--- config.mk ---
export PLATFORM = sky130hd
export DESIGN_NAME = wave_sel_ctrl
export DESIGN_NICKNAME = d
export VERILOG_FILES = /design/src/rtl/dds_pkg.sv /design/src/rtl/wave_sel_ctrl.sv
export SDC_FILE = /design/constraint.sdc
export NUM_CORES = 1
export LEC_CHECK = 0
export ABC_AREA = 0
export BUFFER_PORTS_ARGS = -buffer_cell sky130_fd_sc_hd__clkbuf_2
export CAP_MARGIN = 20
export CORE_MARGIN = 2
export CORE_UTILIZATION = 50
export CTS_CLUSTER_DIAMETER = 200
export CTS_CLUSTER_SIZE = 8
export DETAILED_ROUTE_END_ITERATION = 6
export PLACE_DENSITY = 0.71
export SYNTH_ARGS = -nofsm -noshare
export SYNTH_HDL_FRONTEND = slang
export SYNTH_SLANG_ARGS = --single-unit
--- constraint.sdc ---
create_clock -name clk -period 5.7 [get_ports clk]
set_clock_uncertainty 0.15 [all_clocks]
set_input_delay 0.855 -clock clk [delete_from_list [all_inputs] [get_ports clk]]
set_output_delay 0.855 -clock clk [all_outputs]
set_load 0.01 [all_outputs]
--- src/rtl/dds_pkg.sv ---
// Shared DDS definitions: waveform codes for the output mux and the
// wave-select controller state encoding.
package dds_pkg;

  localparam int unsigned NUM_WAVES = 5;

  localparam logic [2:0] WAVE_SINE     = 3'd0;
  localparam logic [2:0] WAVE_SAW      = 3'd1;
  localparam logic [2:0] WAVE_PULSE    = 3'd2;
  localparam logic [2:0] WAVE_TRIANGLE = 3'd3;
  localparam logic [2:0] WAVE_NOISE    = 3'd4;

  typedef enum logic [1:0] {
    ST_IDLE    = 2'd0,
    ST_PENDING = 2'd1,
    ST_AUTO    = 2'd2
  } wave_state_t;

endpackage

--- src/rtl/wave_sel_ctrl.sv ---
// Waveform select controller: applies host commands only on a phase wrap so
// the DDS output never switches mid-period, with an optional auto-cycle mode.
module wave_sel_ctrl #(
  parameter int unsigned NUM_WAVES = 5,
  parameter int unsigned CNT_W     = 8
) (
  input  logic             clk,
  input  logic             rst,
  input  logic             cmd_valid,
  output logic             cmd_ready,
  input  logic [2:0]       cmd_sel,
  input  logic             cmd_auto,
  input  logic [CNT_W-1:0] cmd_periods,
  input  logic             phase_wrap,
  output logic [2:0]       sel,
  output logic             switch_pulse,
  output logic             busy
);
  import dds_pkg::*;

  localparam logic [2:0]       LAST_WAVE = 3'(NUM_WAVES - 1);
  localparam logic [3:0]       WAVE_LIM  = 4'(NUM_WAVES);
  localparam logic [CNT_W-1:0] ONE       = CNT_W'(1);

  wave_state_t      state;
  logic [CNT_W-1:0] cnt;
  logic [CNT_W-1:0] lat_per;
  logic [2:0]       lat_sel;
  logic             lat_auto;
  logic             accept;

  assign cmd_ready = (state != ST_PENDING);
  assign busy      = (state == ST_PENDING);
  assign accept    = cmd_valid && cmd_ready;

  always_ff @(posedge clk or posedge rst) begin
    if (rst) begin
      state        <= ST_IDLE;
      sel          <= WAVE_SINE;
      switch_pulse <= 1'b0;
      cnt          <= '0;
      lat_sel      <= '0;
      lat_auto     <= 1'b0;
      lat_per      <= '0;
    end else begin
      switch_pulse <= 1'b0;
      // Acceptance takes priority so a coincident wrap neither applies nor advances.
      if (accept) begin
        lat_sel  <= ({1'b0, cmd_sel} >= WAVE_LIM) ? WAVE_SINE : cmd_sel;
        lat_auto <= cmd_auto;
        lat_per  <= (cmd_periods == '0) ? ONE : cmd_periods;
        cnt      <= '0;
        state    <= ST_PENDING;
      end else begin
        case (state)
          ST_IDLE: ;
          ST_PENDING: begin
            if (phase_wrap) begin
              sel          <= lat_sel;
              switch_pulse <= 1'b1;
              cnt          <= '0;
              state        <= lat_auto ? ST_AUTO : ST_IDLE;
            end
          end
          ST_AUTO: begin
            if (phase_wrap) begin
              if (cnt == lat_per - ONE) begin
                cnt          <= '0;
                sel          <= (sel == LAST_WAVE) ? WAVE_SINE : sel + 3'd1;
                switch_pulse <= 1'b1;
              end else begin
                cnt <= cnt + ONE;
              end
            end
          end
          default: state <= ST_IDLE;
        endcase
      end
    end
  end

endmodule

==> results of run 1 <==
per-layer routing:
| layer | up-vias | global-route usage | part of all wire |
|---|---|---|---|
| met2 | 15 | 0.382 | 0.50 |
| met3 | 6 | 0.0256 | 0.023 |
| met1 | 629 | 0.231 | 0.46 |
| li1 | 645 | - | - |
| met4 | 0 | 0.0745 | 0.012 |
| met5 | - | 0 | 0 |
worst max path at each step:
stage / start / to / slack (ns)
after floorplan: lat_per[0] / sel[0] / 3.38
after global placement: lat_per[0] / sel[1] / 3.17
after CTS: lat_per[0] / sel[0] / 3.02
final: lat_per[0] / sel[0] / 3.02
after detailed placement: lat_per[0] / sel[1] / 3.07
after global routing: lat_per[0] / sel[0] / 2.84
layout make-up:
type / instances / area, um2 / share of cell area
clock buffers: 3 / 22.5 / 0.0125
clock inverters: 1 / 30.0 / 0.0167
inverters: 12 / 45.0 / 0.0250
multi-input cells: 128 / 867 / 0.481
flip-flops and latches: 26 / 651 / 0.361
well taps: 44 / 55.1 / 0.0305
repair buffers: 22 / 133 / 0.0736
cells by family (layout without fill, tap and decap cells):
family	count (synthesis)	after routing
and+or+nand+nor	63	63
AOI/OAI and AO/OA	38	38
DFF	26	26
buffers and inverters	21	38
xor gates and xnor gates	10	10
muxes	10	10
adders and majority gates	7	7
state kept, by name (all words and copies together), names as in the netlist:
register and cells:
cnt 8, lat_per 8, lat_sel 3, sel 3, state 2, lat_auto 1, switch_pulse 1
metrics by stage:
stage,hold WS [ns],utilization,area [um2],total power [uW]
2_1_floorplan,0.292,-,1600,585
3_3_place_gp,0.317,0.564,1720,658
3_5_place_dp,0.337,0.564,1720,676
4_1_cts,0.367,0.582,1780,803
5_1_grt,0.308,0.591,1800,874
6_report,0.304,0.591,1800,803
layout by cell type, fill, tap and decap left out, types with 3 or more instances in the layout:
cell type / n
a21o_1: 3
a21oi_1: 5
a31oi_1: 5
and2_1: 3
and3_1: 3
clkbuf_2: 21
clkbuf_4: 3
dfrtp_1: 26
ha_1: 7
inv_1: 11
mux2_2: 8
nand2_1: 19
nand2b_1: 3
nand3_1: 7
nor2_1: 8
nor2b_1: 3
nor3_1: 7
o21ai_0: 5
o21ai_1: 7
xnor2_1: 4
xor2_1: 6
power by group through the flow:
stage          Combinational (uW)  Clock, uW  Sequential, uW
2_1_floorplan                 276          0             309
3_3_place_gp                  339          0             319
3_5_place_dp                  354          0             322
4_1_cts                       356        130             317
5_1_grt                       405        140             328
6_report                      356        129             319
==> results.md, run 1 <==
- Fmax: 0.373 GHz
- Die span in y: 60.6 um
- Number of flops mapped to enable cells by yosys: 0
- Initial antenna violation count: 0
- Io pins: 22
- Most common cell in the netlist: dfrtp_1
- Top-area cell type share of the netlist area: 0.406
- Clk buf depth: 2
- Clock Power Share: 0.160
- Die area: 0.00368 mm2
- Gate power share: 0.443
- Synth unique cells: 41
- Crit path max-delay family: compound AO/OA/AOI/OAI gates
- RSZ-0062 raised after global routing: no
- Post-synth ARST share: 1.00
- Via density: 5.49
- DRT iter0 DRCs: 32
- Hold buffer count at CTS: 0
- Internal power: 481 uW
- Top cells by count, synth: 26 x dfrtp_1, 19 x nand2_1, 11 x inv_1, 8 x mux2_2, 8 x nor2_1
- Detailed Routing Iterations Pass 1: 4
- Register area share after synthesis: 0.406
- Layout cell share with drive strength beyond 1: 0.203
- Worst R2R Start: lat_per[0]
- Leakage: 0.000823 uW
- Yosys warnings: 0
- Final Hold Fails: 0
- HP Class: in -> async
- IO buf count: 21
- Worst skew pair latency: 0.33 ns
- # diodes: 0
- Setup slack after placement: 3.07 ns
- DRC Markers: 0
- Post-DP HPWL: 2450 um
- Gr usage total: 0.202
- Vias in the first global route: 1,331
- Max FO, Critical Path: 15
- Layout Cells excl Fill: 236
- Post-Synth Adder-Cell Area: 0.0546
- First-pass GRT wire length: 5620 um
- Post-synthesis compound-gate area fraction: 0.155
- Synth Area in Simple Gates: 0.207
- RePlAce Congestion: 0.907
- WP data required: 5.77 ns
- CP bufs+invs: 1
- # H-tree levels: 1
- Via count: 1,295
- Area grow syn2layout: 12.4%
- Fin Setup TNS: 0 ns
- Synthesized cell area: 0.00160 mm2
- Critical Path Max Stage Delay: 0.46 ns
- Postcts setup bufs: 0
- Syn_nets: 198
- Cells after DPL: 231
- Cell Chain, Critical Path: inv_1 > ha_1 > o21bai_1 > a211o_1 > a21oi_1 > o211ai_2 > a21o_1 > a221o_1
- Post-Synth XOR/XNOR Area: 0.0546
- Clk slew on worst S/H paths: 0.15 ns
- Final setup fails: 0
- # resized after CTS: 0
- Die extent in x: 60.6 um
- Num CTS Buffers: 3
- # rows: 20
- Worst Tran Pin Value: 0.648 ns
- Ys flop type: dfrtp_1
- Max-cap violations: 0
- Post-route minimum period: 2.68 ns
- CP Launch Type: flip-flop
- Critical R2R Capture: sel[0]
- Root Buffer: clkbuf_4
- Final worst slack: 3.02 ns
- Max Slew Vio Count: 0
- FILL cells: 272
- Crit. End Element: flip-flop
- Worst R2R Path Depth: 8
- FF-to-FF setup slack: 3.02 ns
- Routed WL per cell: 13.6 um
- CTS sink cnt: 26
- WP depth: 8
- Synthesized instance count: 175
- Core area: 0.00305 mm2
- Switching Fraction: 0.402
- Crit share post-route: 0.470
- Worst slew margin: 0.567
- Multiplexer share of the synthesized area: 0.0686
- Synth area leaders: dfrtp_1 41%, mux2_2 5.6%, ha_1 5.5%
- Switching Power: 323 uW
- Power Dens Cells: 446 mW/mm2
- Routed wire length: 3200 um
- Grt ovf: 0
- Critical-path top delay cell: dfrtp_1
- Syn avg cell area: 9.17 um2
- Combinational family with the most area after synthesis: simple AND/OR/NAND/NOR gates
- Synth Register Bits: 26
- Area leader, netlist: dfrtp_1
- Status: finished, final reports clean
- CTS tree: done
- VDD IR max: 0.266 mV
- Seq pwr share: 0.397
- WP data arrival: 2.75 ns
- Nets@finish: 216
- DRT antenna net count: 0
- Largest net degree at the start of global routing: 27
- Critical Setup Path Class: reg -> reg
- Starting Density: 0.525
No activity file was read; power rests on OpenSTA's default activity.
==> inputs of run 2 (changes only) <==
- PLACE_DENSITY: 0.71 -> 0.74
- clock period: 5.7 -> 2.2 ns (I/O delays scaled with it)
==> run 2 against run 1 <==
Against the previous run: the run now ends with negative setup slack left; setup slack got worse by 3.0 ns; critical path depth did not move; non-clock buffer count rose by 18; largest cell class unchanged.
==> results.md, run 2 (synthesized netlist as in run 1, its figures left out) <==
- Max Slew Vio Count: 0
- Post-DP HPWL: 2620 um
- Fmax: 0.454 GHz
- Vias in the first global route: 1,449
- HP Class: in -> reg
- Largest net degree at the start of global routing: 27
- CP bufs+invs: 1
- Critical Path Max Stage Delay: 0.40 ns
- Power Dens Cells: 1190 mW/mm2
- Starting Density: 0.525
- Internal power: 1440 uW
- Critical Setup Path Class: reg -> reg
- Critical R2R Capture: sel[0]
- Routed WL per cell: 14.0 um
- RePlAce Congestion: 0.875
- Layout cell share with drive strength beyond 1: 0.332
- Num CTS Buffers: 3
- Die area: 0.00368 mm2
- Root Buffer: clkbuf_4
- Crit path max-delay family: compound AO/OA/AOI/OAI gates
- DRC Markers: 0
- Routed wire length: 3570 um
- Fin Setup TNS: -0.000295 ns
- Clk buf depth: 2
- Detailed Routing Iterations Pass 1: 4
- WP data required: 2.27 ns
- Violated checks: negative setup slack
- Largest registers: cnt x8, lat_per x8
- Switching Fraction: 0.400
- Post-route minimum period: 2.20 ns
- Gate power share: 0.529
- Worst Tran Pin Value: 0.395 ns
- Max-cap violations: 0
- Final setup fails: 1
- Status: finished with violations
- Crit path capture: sel[0]
- FF-to-FF setup slack: -0.0003 ns
- CP Launch Type: flip-flop
- Io pins: 22
- Most frequent cells in the layout: 25 x dfrtp_1, 21 x clkbuf_2, 19 x nand2_1
- CTS tree: done
- Worst hold slack: 0.0822 ns
- RSZ-0062 raised after global routing: yes
- Clock Power Share: 0.135
- Via count: 1,408
- Cell Chain, Critical Path: inv_2 > ha_4 > o21bai_4 > a211o_1 > a21oi_4 > o211ai_4 > a21o_1 > a221o_1
- Gr usage total: 0.219
- Initial antenna violation count: 0
- DRT antenna net count: 0
- Worst slew margin: 0.735
- Most common cell after layout, fill and taps aside: dfrtp_1
- Switching Power: 961 uW
- Die span in y: 60.6 um
- # H-tree levels: 1
- Via density: 5.52
- Final Hold Fails: 0
- Final worst slack: -0.000295 ns
- Worst R2R Path Depth: 8
- Core area: 0.00305 mm2
- Seq pwr share: 0.336
- Area grow syn2layout: 26.0%
- CTS sink cnt: 26
- Crit. End Element: flip-flop
- Worst skew pair latency: 0.32 ns
- First-pass GRT wire length: 6090 um
- VDD IR max: 0.633 mV
- IO buf count: 21
- Crit path from: lat_per[1]
- Worst R2R Start: lat_per[1]
- DRT iter0 DRCs: 74
- Leakage: 0.000909 uW
- # rows: 20
- Crit share post-route: 1.00
- Die extent in x: 60.6 um
- Clk slew on worst S/H paths: 0.14 ns
- Grt ovf: 0
- Max FO, Critical Path: 5
- Critical-path top delay cell: dfrtp_1
- WP data arrival: 2.27 ns
- WP depth: 8
- # diodes: 0
- Nets@finish: 235
==> run 2: stage by stage <==
stage | setup WS (ns) | instance area, um2 | std cells | util | total power (uW)
5_1_grt | -0.0878 | 2020 | 255 | 0.662 | 2580
3_5_place_dp | -0.0739 | 1840 | 246 | 0.603 | 1900
2_1_floorplan | -0.00248 | 1620 | 175 | - | 1540
3_3_place_gp | 0.00579 | 1840 | 246 | 0.603 | 1830
4_1_cts | -0.0145 | 1990 | 255 | 0.650 | 2350
6_report | -0.000295 | 2020 | 255 | 0.662 | 2400
==> run 2: repair_timing <==
action | in CTS | in global routing
hold buffers | 1 | 0
gates resized for setup | 10 | 6
setup buffers | 3 | 0
cloned | 1 | 0
pin swaps | 8 | 3
endpoints found under the hold margin | 26 | 0
endpoints found under the setup margin | 7 | 9
==> run 2: layer usage <==
metal,wire length [um],up-vias,track usage
li1,-,693,-
met1,1540,697,0.247
met2,1940,14,0.432
met3,54,4,0.0192
met4,37,0,0.0621
met5,0,-,0
==> run 2: power by group through the flow <==
stage	Clock (uW)	Sequential, uW	Combinational, uW
3_3_place_gp	0	792	1040
3_5_place_dp	0	806	1100
2_1_floorplan	0	801	738
5_1_grt	352	830	1400
4_1_cts	335	798	1220
6_report	325	808	1270
==> run 2: cell type report <==
cell class                      count  area (um2)
Sequential cell                    26         652
Clock inverter                      1        30.0
Tap cell                           44        55.1
Clock buffer                        3        22.5
Fill cell                         280        1030
Inverter                           12        45.0
Multi-Input combinational cell    129         966
Timing Repair Buffer               40         250
==> run 2: worst reg2reg max path: stages (launching register included) <==
cell      delay [ns]
dfrtp_1         0.40
inv_2           0.05
ha_4            0.17
o21bai_4        0.16
a211o_1         0.30
a21oi_4         0.22
o211ai_4        0.13
a21o_1          0.19
a221o_1         0.31
==> run 2: worst min path at each step <==
stage / cells past startpoint / from / endpoint
3_5_place_dp: 3 / rst / lat_per[2]
2_1_floorplan: 1 / rst / cnt[0]
5_1_grt: 2 / cmd_sel[2] / lat_sel[2]
6_report: 2 / cmd_auto / lat_auto
4_1_cts: 2 / cmd_sel[2] / lat_sel[2]
3_3_place_gp: 3 / rst / switch_pulse
==> inputs of run 3 (changes only) <==
- CORE_UTILIZATION: 50 -> 51
- PLACE_DENSITY: 0.74 -> 0.75
==> run 3 against run 2 <==
Against the previous run: the run still ends with negative setup slack left; flip-flop and latch count did not move; core utilization fell by 2.7 points; critical path type unchanged; hold slack barely moved; critical path depth fell by 2; non-clock buffer count fell by 7; combinational power fell by 5%; critical endpoint unchanged.
==> results.md, run 3 (synthesized netlist as in run 1, its figures left out) <==
- Nets@finish: 227
- Worst Tran Pin Value: 0.428 ns
- # H-tree levels: 1
- CP Launch Type: flip-flop
- CP bufs+invs: 0
- RSZ-0062 raised after global routing: yes
- Die extent in x: 60.1 um
- Root Buffer: clkbuf_4
- DRC Markers: 0
- Final setup fails: 2
- Max Slew Vio Count: 0
- Grt met2 use: 0.382
- Final worst slack: -0.0219 ns
- Crit path max-delay family: compound AO/OA/AOI/OAI gates
- # diodes: 0
- Cell Chain, Critical Path: or3_4 > o21ai_2 > and4bb_1 > o211ai_4 > a21o_1 > a221o_1
- Grt met1 use: 0.286
- # rows: 20
- Gr usage total: 0.221
- Max-cap violations: 0
- Largest net degree at the start of global routing: 27
- Final Hold Fails: 0
- Num CTS Buffers: 3
- Area grow syn2layout: 19.8%
- Status: finished with violations
- Worst skew pair latency: 0.32 ns
- Most common cell after layout, fill and taps aside: dfrtp_1
- Die span in y: 60.1 um
- Vias in the first global route: 1,346
- Routed WL per cell: 14.9 um
- Met3 usage: 0.0281
- Critical Setup Path Class: reg -> reg
- WP data arrival: 2.28 ns
- Power Dens Cells: 1160 mW/mm2
- Violated checks: negative setup slack
- Core area: 0.00303 mm2
- IO buf count: 21
- Post-DP HPWL: 2620 um
- Grt ovf: 0
- Largest registers: cnt x8, lat_per x8
- Leakage: 0.000857 uW
- Worst slew margin: 0.714
- DRT iter0 DRCs: 62
- Routed wire length: 3670 um
- Post-route minimum period: 2.22 ns
- First-pass GRT wire length: 6060 um
- WP data required: 2.26 ns
- Max FO, Critical Path: 5
- Detailed Routing Iterations Pass 1: 4
- Io pins: 22
- Fin Setup TNS: -0.0403 ns
- Layout cell share with drive strength beyond 1: 0.302
- Final Util: 0.635
- Fmax: 0.450 GHz
- Via density: 5.61
- CTS sink cnt: 26
- Die area: 0.00361 mm2
- Starting Density: 0.530
- CTS tree: done
- Critical-path top delay cell: dfrtp_2
- Clk slew on worst S/H paths: 0.15 ns
- Most frequent cells in the layout: 24 x dfrtp_1, 21 x clkbuf_2, 18 x nand2_1
- DRT antenna net count: 0
- RePlAce Congestion: 0.968
- Critical Path Max Stage Delay: 0.47 ns
- VDD IR max: 0.765 mV
- Clk buf depth: 2
- Worst hold slack: 0.0822 ns
- Crit share post-route: 1.01
- Most Crowded Layer GR: met2
- HP Class: in -> reg
- Via count: 1,381
- Crit. End Element: flip-flop
- Initial antenna violation count: 0
[run 3: layout make-up]
cell class / instances / area, um2
multi-input combinational: 128 / 941
clock buffer: 3 / 22.5
timing repair buffer: 33 / 205
fill: 257 / 1110
tap: 44 / 55.1
sequential: 26 / 653
inverter: 12 / 45.0
[run 3: path summary, 6_finish.rpt]
path | start | endpoint | slack (ns) | depth (start not counted)
worst max register to register | lat_per[3] | sel[0] | -0.02 | 6
worst min register to register | lat_sel[0] | lat_sel[0] | 0.34 | 2
max in group asynchronous | rst | cnt[7] | 1.22 | 4
worst min-delay path | cmd_auto | lat_auto | 0.08 | 2
min in group asynchronous | rst | lat_per[7] | 0.41 | 4
worst max-delay path | lat_per[3] | sel[0] | -0.02 | 6
[run 3: routing by layer]
metal	vias to the layer above	share of wire	routed length (um)
met3	10	0.034	124
met5	-	0	0
met4	0	0.029	108
met2	30	0.51	1870
met1	674	0.43	1570
li1	667	-	-
[run 3: what timing repair did]
action                     CTS  global route
setup endpoints to repair    2            10
gates resized for setup      1            16
setup buffers                2             0
pin swaps                    0             9
hold buffers                 1             0
hold endpoints to repair    26             0
[run 3: metrics by stage]
step | total power (uW) | worst slack, ns | cell area, um2 | cells
after floorplan | 1540 | -0.00248 | 1620 | 175
after global placement | 1790 | 0.0968 | 1800 | 240
after detailed placement | 1860 | 0.0194 | 1800 | 240
after CTS | 2100 | 0.00686 | 1850 | 246
after global routing | 2390 | -0.0631 | 1920 | 246
final | 2220 | -0.0219 | 1920 | 246
[run 3: where the power goes]
group | internal [uW] | total, uW | switching (uW)
Sequential | 639 | 811 | 172
Clock | 64.1 | 203 | 139
Combinational | 561 | 1210 | 646
Total | 1260 | 2220 | 957
